<file path="config.mk">
export PLATFORM = sky130hd
export DESIGN_NAME = uart_tx_arbiter_flat
export DESIGN_NICKNAME = d
export VERILOG_FILES = /design/src/rtl/uart_tx_arbiter_if.sv /design/src/rtl/uart_tx_arbiter.sv /design/src/flat_wrapper.sv
export SDC_FILE = /design/constraint.sdc
export NUM_CORES = 1
export LEC_CHECK = 0
export BUFFER_PORTS_ARGS = -buffer_cell sky130_fd_sc_hd__buf_2
export CAP_MARGIN = 10
export CORE_ASPECT_RATIO = 0.6
export CORE_MARGIN = 5
export CORE_UTILIZATION = 35
export DETAILED_ROUTE_END_ITERATION = 8
export GPL_ROUTABILITY_DRIVEN = 0
export GPL_TIMING_DRIVEN = 0
export PLACE_DENSITY = 0.62
export SYNTH_ARGS = -nofsm -noshare
export SYNTH_HDL_FRONTEND = slang
export SYNTH_SLANG_ARGS = --single-unit
</file>
<file path="constraint.sdc">
create_clock -name clk -period 3 [get_ports clk]
set_input_delay 0.15 -clock clk [delete_from_list [all_inputs] [get_ports clk]]
set_output_delay 0.15 -clock clk [all_outputs]
set_load 0.01 [all_outputs]
</file>
<file path="src/rtl/uart_tx_arbiter_if.sv">
// Producer/transmitter-side bundle for uart_tx_arbiter.
// slave = arbiter view, master = producers + UART TX view.
interface uart_tx_arbiter_if #(
  parameter int unsigned N_REQ = 4,
  parameter int unsigned DBIT  = 8
);
  logic [N_REQ-1:0]      req;
  logic [N_REQ*DBIT-1:0] req_data;
  logic [N_REQ-1:0]      gnt;
  logic [N_REQ-1:0]      done;
  logic                  busy;
  logic                  tx_start;
  logic [DBIT-1:0]       tx_din;
  logic                  tx_done_tick;
  logic                  timeout_err;

  modport slave (
    input  req, req_data, tx_done_tick,
    output gnt, done, busy, tx_start, tx_din, timeout_err
  );

  modport master (
    output req, req_data, tx_done_tick,
    input  gnt, done, busy, tx_start, tx_din, timeout_err
  );
endinterface

</file>
<file path="src/rtl/uart_tx_arbiter.sv">
// Round-robin arbiter sharing one UART transmitter among N_REQ byte producers.
// Optional WAIT watchdog is built only when UART_ARB_TIMEOUT_EN is defined.
module uart_tx_arbiter #(
  parameter int unsigned N_REQ          = 4,
  parameter int unsigned DBIT           = 8,
  parameter int unsigned IDX_W          = 2,
  parameter int unsigned TIMEOUT_CYCLES = 65536
) (
  input  logic               clk,
  input  logic               reset,
  uart_tx_arbiter_if.slave   bus
);

  if (N_REQ < 1 || IDX_W < 1 || TIMEOUT_CYCLES < 2 || (2 ** IDX_W) < N_REQ) begin : g_cfg_err
    $error("uart_tx_arbiter: inconsistent parameter set");
  end

  typedef enum logic [1:0] {
    IDLE   = 2'd0,
    LAUNCH = 2'd1,
    WAIT   = 2'd2
  } state_t;

  state_t            state, state_n;
  logic [IDX_W-1:0]  owner, owner_n;
  logic [IDX_W-1:0]  last_owner, last_owner_n;
  logic [IDX_W-1:0]  sel, cand;
  logic              found;
  logic [DBIT-1:0]   din, din_n;
  logic [N_REQ-1:0]  gnt, gnt_n;
  logic [N_REQ-1:0]  done, done_n;
  logic              busy, busy_n;
  logic              start, start_n;
  logic              terr, terr_n;

`ifdef UART_ARB_TIMEOUT_EN
  localparam int unsigned CNT_W = (TIMEOUT_CYCLES > 1) ? $clog2(TIMEOUT_CYCLES) : 1;
  localparam logic [CNT_W-1:0] TERM = CNT_W'(TIMEOUT_CYCLES - 1);
  logic [CNT_W-1:0]  wdog, wdog_n;
`endif

  // Round-robin scan: first pending request after last_owner, wrapping.
  always_comb begin
    found = 1'b0;
    sel   = '0;
    cand  = '0;
    for (int unsigned k = 1; k <= N_REQ; k++) begin
      cand = IDX_W'((32'(last_owner) + k) % N_REQ);
      if (!found && bus.req[cand]) begin
        found = 1'b1;
        sel   = cand;
      end
    end
  end

  // Next-state and registered-output values.
  always_comb begin
    state_n      = state;
    owner_n      = owner;
    last_owner_n = last_owner;
    din_n        = din;
    gnt_n        = '0;
    done_n       = '0;
    start_n      = 1'b0;
    terr_n       = 1'b0;
`ifdef UART_ARB_TIMEOUT_EN
    wdog_n       = wdog;
`endif
    case (state)
      IDLE: begin
        if (found) begin
          owner_n = sel;
          for (int unsigned i = 0; i < N_REQ; i++) begin
            if (sel == IDX_W'(i)) din_n = bus.req_data[i*DBIT +: DBIT];
          end
          gnt_n   = N_REQ'(1) << sel;
          state_n = LAUNCH;
        end
      end
      LAUNCH: begin
        start_n = 1'b1;
`ifdef UART_ARB_TIMEOUT_EN
        wdog_n  = '0;
`endif
        state_n = WAIT;
      end
      WAIT: begin
        // A completion arriving on the terminal count takes precedence.
        if (bus.tx_done_tick) begin
          done_n       = N_REQ'(1) << owner;
          last_owner_n = owner;
          state_n      = IDLE;
        end
`ifdef UART_ARB_TIMEOUT_EN
        else if (wdog == TERM) begin
          terr_n       = 1'b1;
          last_owner_n = owner;
          state_n      = IDLE;
        end else begin
          wdog_n = wdog + CNT_W'(1);
        end
`endif
      end
      default: state_n = IDLE;
    endcase
    busy_n = (state_n != IDLE);
  end

  always_ff @(posedge clk) begin
    if (reset) begin
      state      <= IDLE;
      owner      <= '0;
      last_owner <= IDX_W'(N_REQ - 1);
      din        <= '0;
      gnt        <= '0;
      done       <= '0;
      busy       <= 1'b0;
      start      <= 1'b0;
      terr       <= 1'b0;
`ifdef UART_ARB_TIMEOUT_EN
      wdog       <= '0;
`endif
    end else begin
      state      <= state_n;
      owner      <= owner_n;
      last_owner <= last_owner_n;
      din        <= din_n;
      gnt        <= gnt_n;
      done       <= done_n;
      busy       <= busy_n;
      start      <= start_n;
      terr       <= terr_n;
`ifdef UART_ARB_TIMEOUT_EN
      wdog       <= wdog_n;
`endif
    end
  end

  assign bus.gnt         = gnt;
  assign bus.done        = done;
  assign bus.busy        = busy;
  assign bus.tx_start    = start;
  assign bus.tx_din      = din;
  assign bus.timeout_err = terr;

endmodule

</file>
<file path="src/flat_wrapper.sv">
// flat-port wrapper written by rule: the top's interface ports become plain ports
module uart_tx_arbiter_flat 
#(
  parameter int unsigned N_REQ          = 4,
  parameter int unsigned DBIT           = 8,
  parameter int unsigned IDX_W          = 2,
  parameter int unsigned TIMEOUT_CYCLES = 65536
)
  (clk, reset, bus_req, bus_req_data, bus_tx_done_tick, bus_gnt, bus_done, bus_busy, bus_tx_start, bus_tx_din, bus_timeout_err);
  uart_tx_arbiter_if #(.N_REQ(N_REQ), .DBIT(DBIT)) bus_i ();
  input  logic clk;
  input  logic reset;
  input wire logic [$bits(bus_i.req)-1:0] bus_req;
  input wire logic [$bits(bus_i.req_data)-1:0] bus_req_data;
  input wire logic [$bits(bus_i.tx_done_tick)-1:0] bus_tx_done_tick;
  output wire logic [$bits(bus_i.gnt)-1:0] bus_gnt;
  output wire logic [$bits(bus_i.done)-1:0] bus_done;
  output wire logic [$bits(bus_i.busy)-1:0] bus_busy;
  output wire logic [$bits(bus_i.tx_start)-1:0] bus_tx_start;
  output wire logic [$bits(bus_i.tx_din)-1:0] bus_tx_din;
  output wire logic [$bits(bus_i.timeout_err)-1:0] bus_timeout_err;
  assign bus_i.req = bus_req;
  assign bus_i.req_data = bus_req_data;
  assign bus_i.tx_done_tick = bus_tx_done_tick;
  assign bus_gnt = bus_i.gnt;
  assign bus_done = bus_i.done;
  assign bus_busy = bus_i.busy;
  assign bus_tx_start = bus_i.tx_start;
  assign bus_tx_din = bus_i.tx_din;
  assign bus_timeout_err = bus_i.timeout_err;
  uart_tx_arbiter #(.N_REQ(N_REQ), .DBIT(DBIT), .IDX_W(IDX_W), .TIMEOUT_CYCLES(TIMEOUT_CYCLES)) u_core (.clk(clk), .reset(reset), .bus(bus_i));
endmodule
</file>
# Word-level counts from Yosys, hierarchy flattened
# Cells that the tools add are included.
[totals] regBits=24 latch_bits=0 ramBits=0 mem_bits_ro=0 in_bits=39 output_inout_bits=19 wordCells=66 memories=0
[classes] add_sub_neg=4 mul=0 div_mod_pow=0 n_lt_le_gt_ge=4 n_eq_ne=5 shifts=2 muxes=24 n_bitwise=4 n_reduce_logical=15
[ops] op="$mux 8" n=4
[ops] op="$lt 2x3->1 const B" n=4
[ops] op="$mux 2" n=6
[ops] op="$mux 1" n=9
[ops] op="$bmux 1 s2" n=4
[ops] op="$shl 1x2->4 const A" n=2
[ops] op="$eq 2x2->1 const B" n=3
[ops] op="$pmux 2 s3" n=1
[ops] op="$reduce_or 3->1" n=2
[ops] op="$add 2x1->2 const B" n=2
[ops] op="$add 2x2->2 const B" n=2
[ops] op="$eq 2x1->1 const B" n=2
[ops] op="$logic_not 2->1" n=2
[ops] op="$not 1->1" n=4
[ops] op="$reduce_and 2->1" n=2
[ops] op="$reduce_bool 4->1" n=1
[ops] op="$logic_and 1x1->1" n=3
[ops] op="$logic_not 1->1" n=3
[ops] op="$reduce_and 3->1" n=1
[ops] op="$reduce_bool 2->1" n=1

# Longest topological paths before layout
# Gate-level depths: netlist (run 1).
[depth] depth_word=18 ltp_mapped=8 mapped_depth_nobuf=5

# Worst setup path before layout (run 1)
# No wires, ideal clock.
[synth_path] kind="reg2reg" from="register u_core.last_owner[0]" to="register u_core.din[1], in the netlist u_core.bus.tx_din[1]" setup_time_ps=122 arrival_time_ps=1787 t_required_ps=2878 slack_ps=1091 path_stages_with_launch=8 path_buffers=2 synth_period_minus_slack_ps=1909 path_cell_list="dfxtp_1 -> and2b_1 -> o21a_1 -> buf_6 -> nor3_4 -> buf_6 -> mux2_4 -> a221o_1"
[synth_between] elab_chain_len=17
[synth_rtl] item="start, declared" line_no="uart_tx_arbiter.sv:26" rtl="logic [IDX_W-1:0] last_owner, last_owner_n;"
[synth_rtl] item="start signal, assigned" line_no="uart_tx_arbiter.sv:113" rtl="last_owner <= IDX_W'(N_REQ - 1);"
[synth_rtl] item="start signal, assigned" line_no="uart_tx_arbiter.sv:126" rtl="last_owner <= last_owner_n;"
[synth_rtl] item="$add 2x1->2" line_no="uart_tx_arbiter.sv:48" rtl="cand = IDX_W'((32'(last_owner) + k) % N_REQ);"
[synth_rtl] item="$bmux 1 s2" line_no="uart_tx_arbiter.sv:49" rtl="if (!found && bus.req[cand]) begin"
[synth_rtl] item="$mux 1 (implied by the code)" line_no="uart_tx_arbiter.sv:49"
[synth_rtl] item="$mux 1" line_no="uart_tx_arbiter.sv:49"
[synth_rtl] item="$logic_not 1->1" line_no="uart_tx_arbiter.sv:49"
[synth_rtl] item="$logic_and 1x1->1" line_no="uart_tx_arbiter.sv:49"
[synth_rtl] item="$mux 1" line_no="uart_tx_arbiter.sv:49"
[synth_rtl] item="$logic_not 1->1" line_no="uart_tx_arbiter.sv:49"
[synth_rtl] item="$logic_and 1x1->1" line_no="uart_tx_arbiter.sv:49"
[synth_rtl] item="$mux 1" line_no="uart_tx_arbiter.sv:49"
[synth_rtl] item="$logic_not 1->1" line_no="uart_tx_arbiter.sv:49"
[synth_rtl] item="$logic_and 1x1->1" line_no="uart_tx_arbiter.sv:49"
[synth_rtl] item="$mux 2" line_no="uart_tx_arbiter.sv:49"
[synth_rtl] item="$eq 2x1->1" line_no="uart_tx_arbiter.sv:74" rtl="if (sel == IDX_W'(i)) din_n = bus.req_data[i*DBIT +: DBIT];"
[synth_rtl] item="$mux 8 (3 in a row)" line_no="uart_tx_arbiter.sv:74"
[synth_rtl] item="end signal, assigned" line_no="uart_tx_arbiter.sv:127" rtl="din <= din_n;"
[synth_rtl] item="end, declared" line_no="uart_tx_arbiter.sv:29" rtl="logic [DBIT-1:0] din, din_n;"
# Parallel ways exist; a longest one is shown, timed or not. The select of a mux whose other input is x is not followed.
# A chain may end at the register's enable or synchronous reset.

# Worst setup path after layout (run 1)
[layout_path] from="register u_core.last_owner[0]" to="register u_core.din[4], in the netlist u_core.bus.tx_din[4]"
# Same word-level chain as after synthesis.

==> flow_summary.toml, run 1 <==
[logic_synthesis]
syn_area_per_cell_um2 = 9.97
synthXorXnorAreaFrac_pct = 0
synth_compound_area_share_pct = 24.6
synth_cells = 122
synth_seq_area_share_pct = 39.5
synth_ff_type = "dfxtp_1"
synth_top_family_by_area = "compound AO/OA/AOI/OAI gates"
synthArstFlopShare_pct = 0
ys_types = 39
synth_fp_nets = 161
synthMuxAreaShare_pct = 9.77
synth_edf_count = 0
ys.warnings.count = 0
synth_simple_gate_area_share_pct = 20.0
syn-cell-area_mm2 = 0.00122
synth-seq-cells = 24
synthAdderAreaFrac_pct = 0

[power]
irDropWorstVdd_mv = 0.181
switchingPower_mw = 0.213
combPwrFrac_pct = 25.3
internal_power_mw = 0.560
p_per_area_mw_per_mm2 = 484
leakage_nw = 0.746
clkPwrFrac_pct = 27.5
p_seq_share_pct = 47.1
swShare_pct = 27.6

[worst_setup_path]
critical_path_class = "reg2reg"
crit_arrival_ns = 2.24
cp_max_fo = 10
reg2reg_slack_ns = 0.91
r2r_cells = 7
setup.worst_path.start_class = "flop"
cp-end-kind = "flop"
crit_required_ns = 3.15

[routing]
wl_per_cell_um = 14.6
drc = 0
avgViaCountPerCell = 5.24
ant_nets = 0
drtIter0Drc = 44
vias = 1178
first_pass_iters = 6
wl_mm = 3.28

[clock_network]
insertion_delay_ns = 0.26
cts_buffer_depth = 2
clk_pin_slew_ns = 0.08
root_buffer = "clkbuf_8"
numCtsBuffers = 3
hold_buffers = 0
ctsResizeCount = 0
cts_setup_buffers = 0
clock-sinks = 24
cts_tree = "done"
h-tree-depth = 1

[min_path]
hold_path_depth = 3
hold_path_class = "in2reg"

[global_route]
grt_max_degree = 14
antenna_found_initial = 0
overflow = 0
grt_first_pass_wirelength_mm = 5.24
grt_usage_pct = 13.5
grt_util_met2_pct = 22.3
grt_util_met3_pct = 4.29
grt_pass1_vias = 1162
gr-usage-met1_pct = 16.8
grt.busiest_layer = "met2"

[placement]
dp_hpwl_mm = 2.64
pre_cts_slack_ns = 0.930
port-buffer-count = 54
dp_cells = 221

[sta]
slew_viol_final = 0
rsz0062_at_grt = "no"
setup_ws_ns = 0.913
worstMarginPinSlew_ns = 0.896
fin_tns_setup_ns = 0
fmax_ghz = 0.479
finalHoldViolations = 0
hold_ws_ns = 0.205
setup_viol = 0
slew_headroom_pct = 40.3
period_share_pct = 69.6
finClkSkew_ns = 0.00379
period_needed_ns = 2.09

[flow_run]
cap_violations = 0

[cells_and_area]
post_route_cells_drive_above_1_share_pct = 42.8
stdcell_count = 225
syn_to_final_growth_pct = 31.4
nets = 220
n_fill_cell = 343
final_util_pct = 48.4
diodes = 0

[die]
die_w_um = 86.1
start_util_pct = 36.8
boundaryPins = 58
die_y_um = 55.7
coreArea_mm2 = 0.00330
dieArea_mm2 = 0.00479
rows = 16

[status]
status = "completed"
cell type report:
cell class / instances / area, um2 / area share [%]
plain buffers: 8 / 60.1 / 3.76
clock buffers: 4 / 55.1 / 3.45
inverters: 3 / 11.3 / 0.705
multi-input cells: 87 / 664 / 41.6
flip-flops and latches: 24 / 480 / 30.1
well taps: 45 / 56.3 / 3.52
repair buffers: 54 / 270 / 16.9
metal layers:
layer,up-vias,part of all wire [%]
met5,-,0
met4,0,1.2
met3,6,6.3
met2,39,47
met1,547,46
li1,586,-
power groups by stage:
stage | clock network, mW | logic (mW) | registers [mW]
2_1_floorplan | 0 | 0.114 | 0.381
4_1_cts | 0.220 | 0.197 | 0.365
6_report | 0.213 | 0.196 | 0.365
3_5_place_dp | 0 | 0.196 | 0.372
3_3_place_gp | 0 | 0.191 | 0.371
5_1_grt | 0.234 | 0.214 | 0.368
per-stage QoR:
stage	area, um2	power [mW]
finish	1600	0.773
CTS	1600	0.781
floorplan	1220	0.495
global placement	1540	0.562
detailed placement	1540	0.568
global route	1600	0.816
cell usage after synthesis, drive strengths merged (3+ instances only):
master / number / area, um2
a211oi: 9 / 67.6
a221o: 8 / 80.1
and3: 3 / 18.8
buf: 5 / 46.3
clkbuf: 3 / 13.8
dfxtp: 24 / 480
inv: 3 / 11.3
mux2: 8 / 109
nand2b: 4 / 25.0
nand4: 8 / 50.1
nor2: 12 / 47.6
nor3: 4 / 36.3
o31ai: 8 / 60.1
cell usage in the layout, fill, tap and decap left out, types with 2 or more instances in the layout:
master / n
buf_2: 55
dfxtp_1: 24
nor2_1: 11
a211oi_1: 9
nand4_1: 8
o31ai_1: 8
a221o_1: 8
mux2_4: 5
nand2b_1: 4
clkbuf_8: 4
buf_6: 3
mux2_1: 3
and3_1: 3
clkbuf_2: 2
nor4_1: 2
o21a_1: 2
o21ai_1: 2
inv_1: 2
a211o_1: 2
nand2_1: 2
nor3_1: 2
cells by family after synthesis:
family	count (synthesis)
multiplexers	9
other	1
AO/OA/AOI/OAI	36
buffers and inverters	11
AND/OR/NAND/NOR	41
flip-flops	24
state kept, by name, indices dropped and copies added (netlist names):
| name | count |
|---|---|
| u_core.owner | 2 |
| u_core.bus.done | 4 |
| u_core.bus.busy | 1 |
| u_core.bus.tx_start | 1 |
| u_core.state | 2 |
| u_core.bus.tx_din | 8 |
| u_core.bus.gnt | 4 |
| u_core.last_owner | 2 |
critical path: stages (launching register included):
cell     delay [ns]
dfxtp_1        0.36
and2b_1        0.22
o21a_1         0.20
buf_6          0.14
nor3_4         0.25
buf_6          0.20
mux2_4         0.31
a221o_1        0.30
worst paths after layout:
| kind | startpoint | end |
|---|---|---|
| worst max-delay path | u_core.last_owner[0]$_SDFFE_PP1P_ | u_core.bus.tx_din[4]$_SDFFE_PP0P_ |
| worst min-delay path | bus_tx_done_tick | u_core.state[1]$_SDFF_PP0_ |
| worst max register to register | u_core.last_owner[0]$_SDFFE_PP1P_ | u_core.bus.tx_din[4]$_SDFFE_PP0P_ |
| worst min register to register | u_core.bus.tx_din[5]$_SDFFE_PP0P_ | u_core.bus.tx_din[5]$_SDFFE_PP0P_ |
No activity file was read; power rests on OpenSTA's default activity.
==> run 2: changes to the inputs <==
clock period = 2.1 ns   (was 3 ns; I/O delays follow)
==> run 2 against run 1 <==
Setup slack got worse by 0.80 ns. Clock skew is 0.0013 ns lower. Core utilization up 0.83 points. Sequential share of layout area is 0.51 points lower. Fmax grew 4.8%. Via count is 2.2% higher. Wire length increased by 2.1%. Power increased by 44%. Critical path depth stayed put. Final cell count increased by 1.8%. Global-route usage unchanged. Critical path type unchanged. Largest power group unchanged.
==> flow_summary.toml, run 2 (synthesis gave the netlist of run 1 again) <==
[sta]
setup_ws_ns = 0.109
period_share_pct = 94.8
period_needed_ns = 1.99
hold_ws_ns = 0.158
setup_viol = 0
finalHoldViolations = 0
rsz0062_at_grt = "no"
slew_viol_final = 0
worstMarginPinSlew_ns = 0.883
slew_headroom_pct = 41.1
finClkSkew_ns = 0.00253
fmax_ghz = 0.502
fin_tns_setup_ns = 0

[clock_network]
hold_buffers = 0
cts_buffer_depth = 2
clk_pin_slew_ns = 0.08
root_buffer = "clkbuf_8"
numCtsBuffers = 3
h-tree-depth = 1
insertion_delay_ns = 0.26
clock-sinks = 24
cts_tree = "done"

[power]
internal_power_mw = 0.808
p_per_area_mw_per_mm2 = 687
leakage_nw = 0.764
swShare_pct = 27.6
irDropWorstVdd_mv = 0.258
p_seq_share_pct = 46.6
p_total_mw = 1.12
switchingPower_mw = 0.309
clkPwrFrac_pct = 27.3
combPwrFrac_pct = 26.1

[routing]
vias = 1204
first_pass_iters = 4
drtIter0Drc = 38
drc = 0
wl_mm = 3.35
avgViaCountPerCell = 5.26
ant_nets = 0
wl_per_cell_um = 14.6

[die]
coreArea_mm2 = 0.00330
boundaryPins = 58
rows = 16
die_w_um = 86.1
dieArea_mm2 = 0.00479
die_y_um = 55.7
start_util_pct = 36.8

[cells_and_area]
stdcell_count = 229
largest_reg_flops = 8
syn_to_final_growth_pct = 33.6
final_util_pct = 49.2
fin_area_mm2 = 0.00163
layout_commonest_cell = "buf_2"
layout_common_cells = "56 x buf_2, 24 x dfxtp_1, 11 x nor2_1"
post_route_cells_drive_above_1_share_pct = 44.0
diodes = 0
nets = 224

[worst_setup_path]
setup.worst_path.start_class = "flop"
cp_max_fo = 9
cp-end-kind = "flop"
crit_arrival_ns = 2.14
critical_path_class = "reg2reg"
r2r_cells = 7
crit_required_ns = 2.25

[global_route]
grt_max_degree = 14
grt_first_pass_wirelength_mm = 5.24
grt_pass1_vias = 1162
overflow = 0
grt_usage_pct = 13.5
antenna_found_initial = 0

[placement]
dp_hpwl_mm = 2.64
placed_area_mm2 = 0.00154
port-buffer-count = 54
dp_cells = 221
pre_cts_slack_ns = 0.0299

[flow_run]
cap_violations = 0

[min_path]
hold_path_depth = 3
hold_path_class = "in2reg"

[status]
status = "completed"
## run 2: cell types whose count changed in the layout (fill, tap and decap cells not counted), sizes merged
cell / change
buf: +4
## run 2: per-layer routing
metal / track usage [%] / share of wire, % / vias up / routed length (um)
met3: 4.29 / 6.6 / 6 / 221
met1: 16.8 / 45 / 564 / 1520
li1: - / - / 594 / -
met2: 22.3 / 47 / 40 / 1570
met4: 3.84 / 1.2 / 0 / 41
met5: 0 / 0 / - / 0
## run 2: area by class of cell
class	count	area (um2)
Sequential cell	24	480
Timing Repair Buffer	58	298
Inverter	3	11.3
Tap cell	45	56.3
Buffer	8	60.1
Clock buffer	4	55.1
Multi-Input combinational cell	87	664
Fill cell	345	1680
## run 2: path summary, 6_finish.rpt
path	from	endpoint	slack, ns
hold / removal	bus_tx_done_tick	u_core.state[1]$_SDFF_PP0_	0.16
setup reg to reg	u_core.last_owner[0]$_SDFFE_PP1P_	u_core.bus.tx_din[6]$_SDFFE_PP0P_	0.11
hold reg to reg	u_core.bus.tx_din[5]$_SDFFE_PP0P_	u_core.bus.tx_din[5]$_SDFFE_PP0P_	0.49
setup / recovery	u_core.last_owner[0]$_SDFFE_PP1P_	u_core.bus.tx_din[6]$_SDFFE_PP0P_	0.11
## run 2: power groups by stage
stage	clock (mW)	combinational, mW	sequential [mW]
global route	0.334	0.317	0.526
CTS	0.314	0.282	0.521
floorplan	0	0.162	0.544
finish	0.305	0.291	0.521
global placement	0	0.273	0.530
detailed placement	0	0.280	0.532
## run 2: critical path: stages, from the launching register on
cell     delay [ns]
dfxtp_1        0.36
and2b_1        0.22
o21a_1         0.20
buf_6          0.14
nor3_4         0.14
buf_4          0.16
mux2_1         0.32
a221o_1        0.35
## run 2: repair_timing
action,CTS,global route
setup endpoints to repair,0,5
setup buffers,0,3
resized for setup,0,0
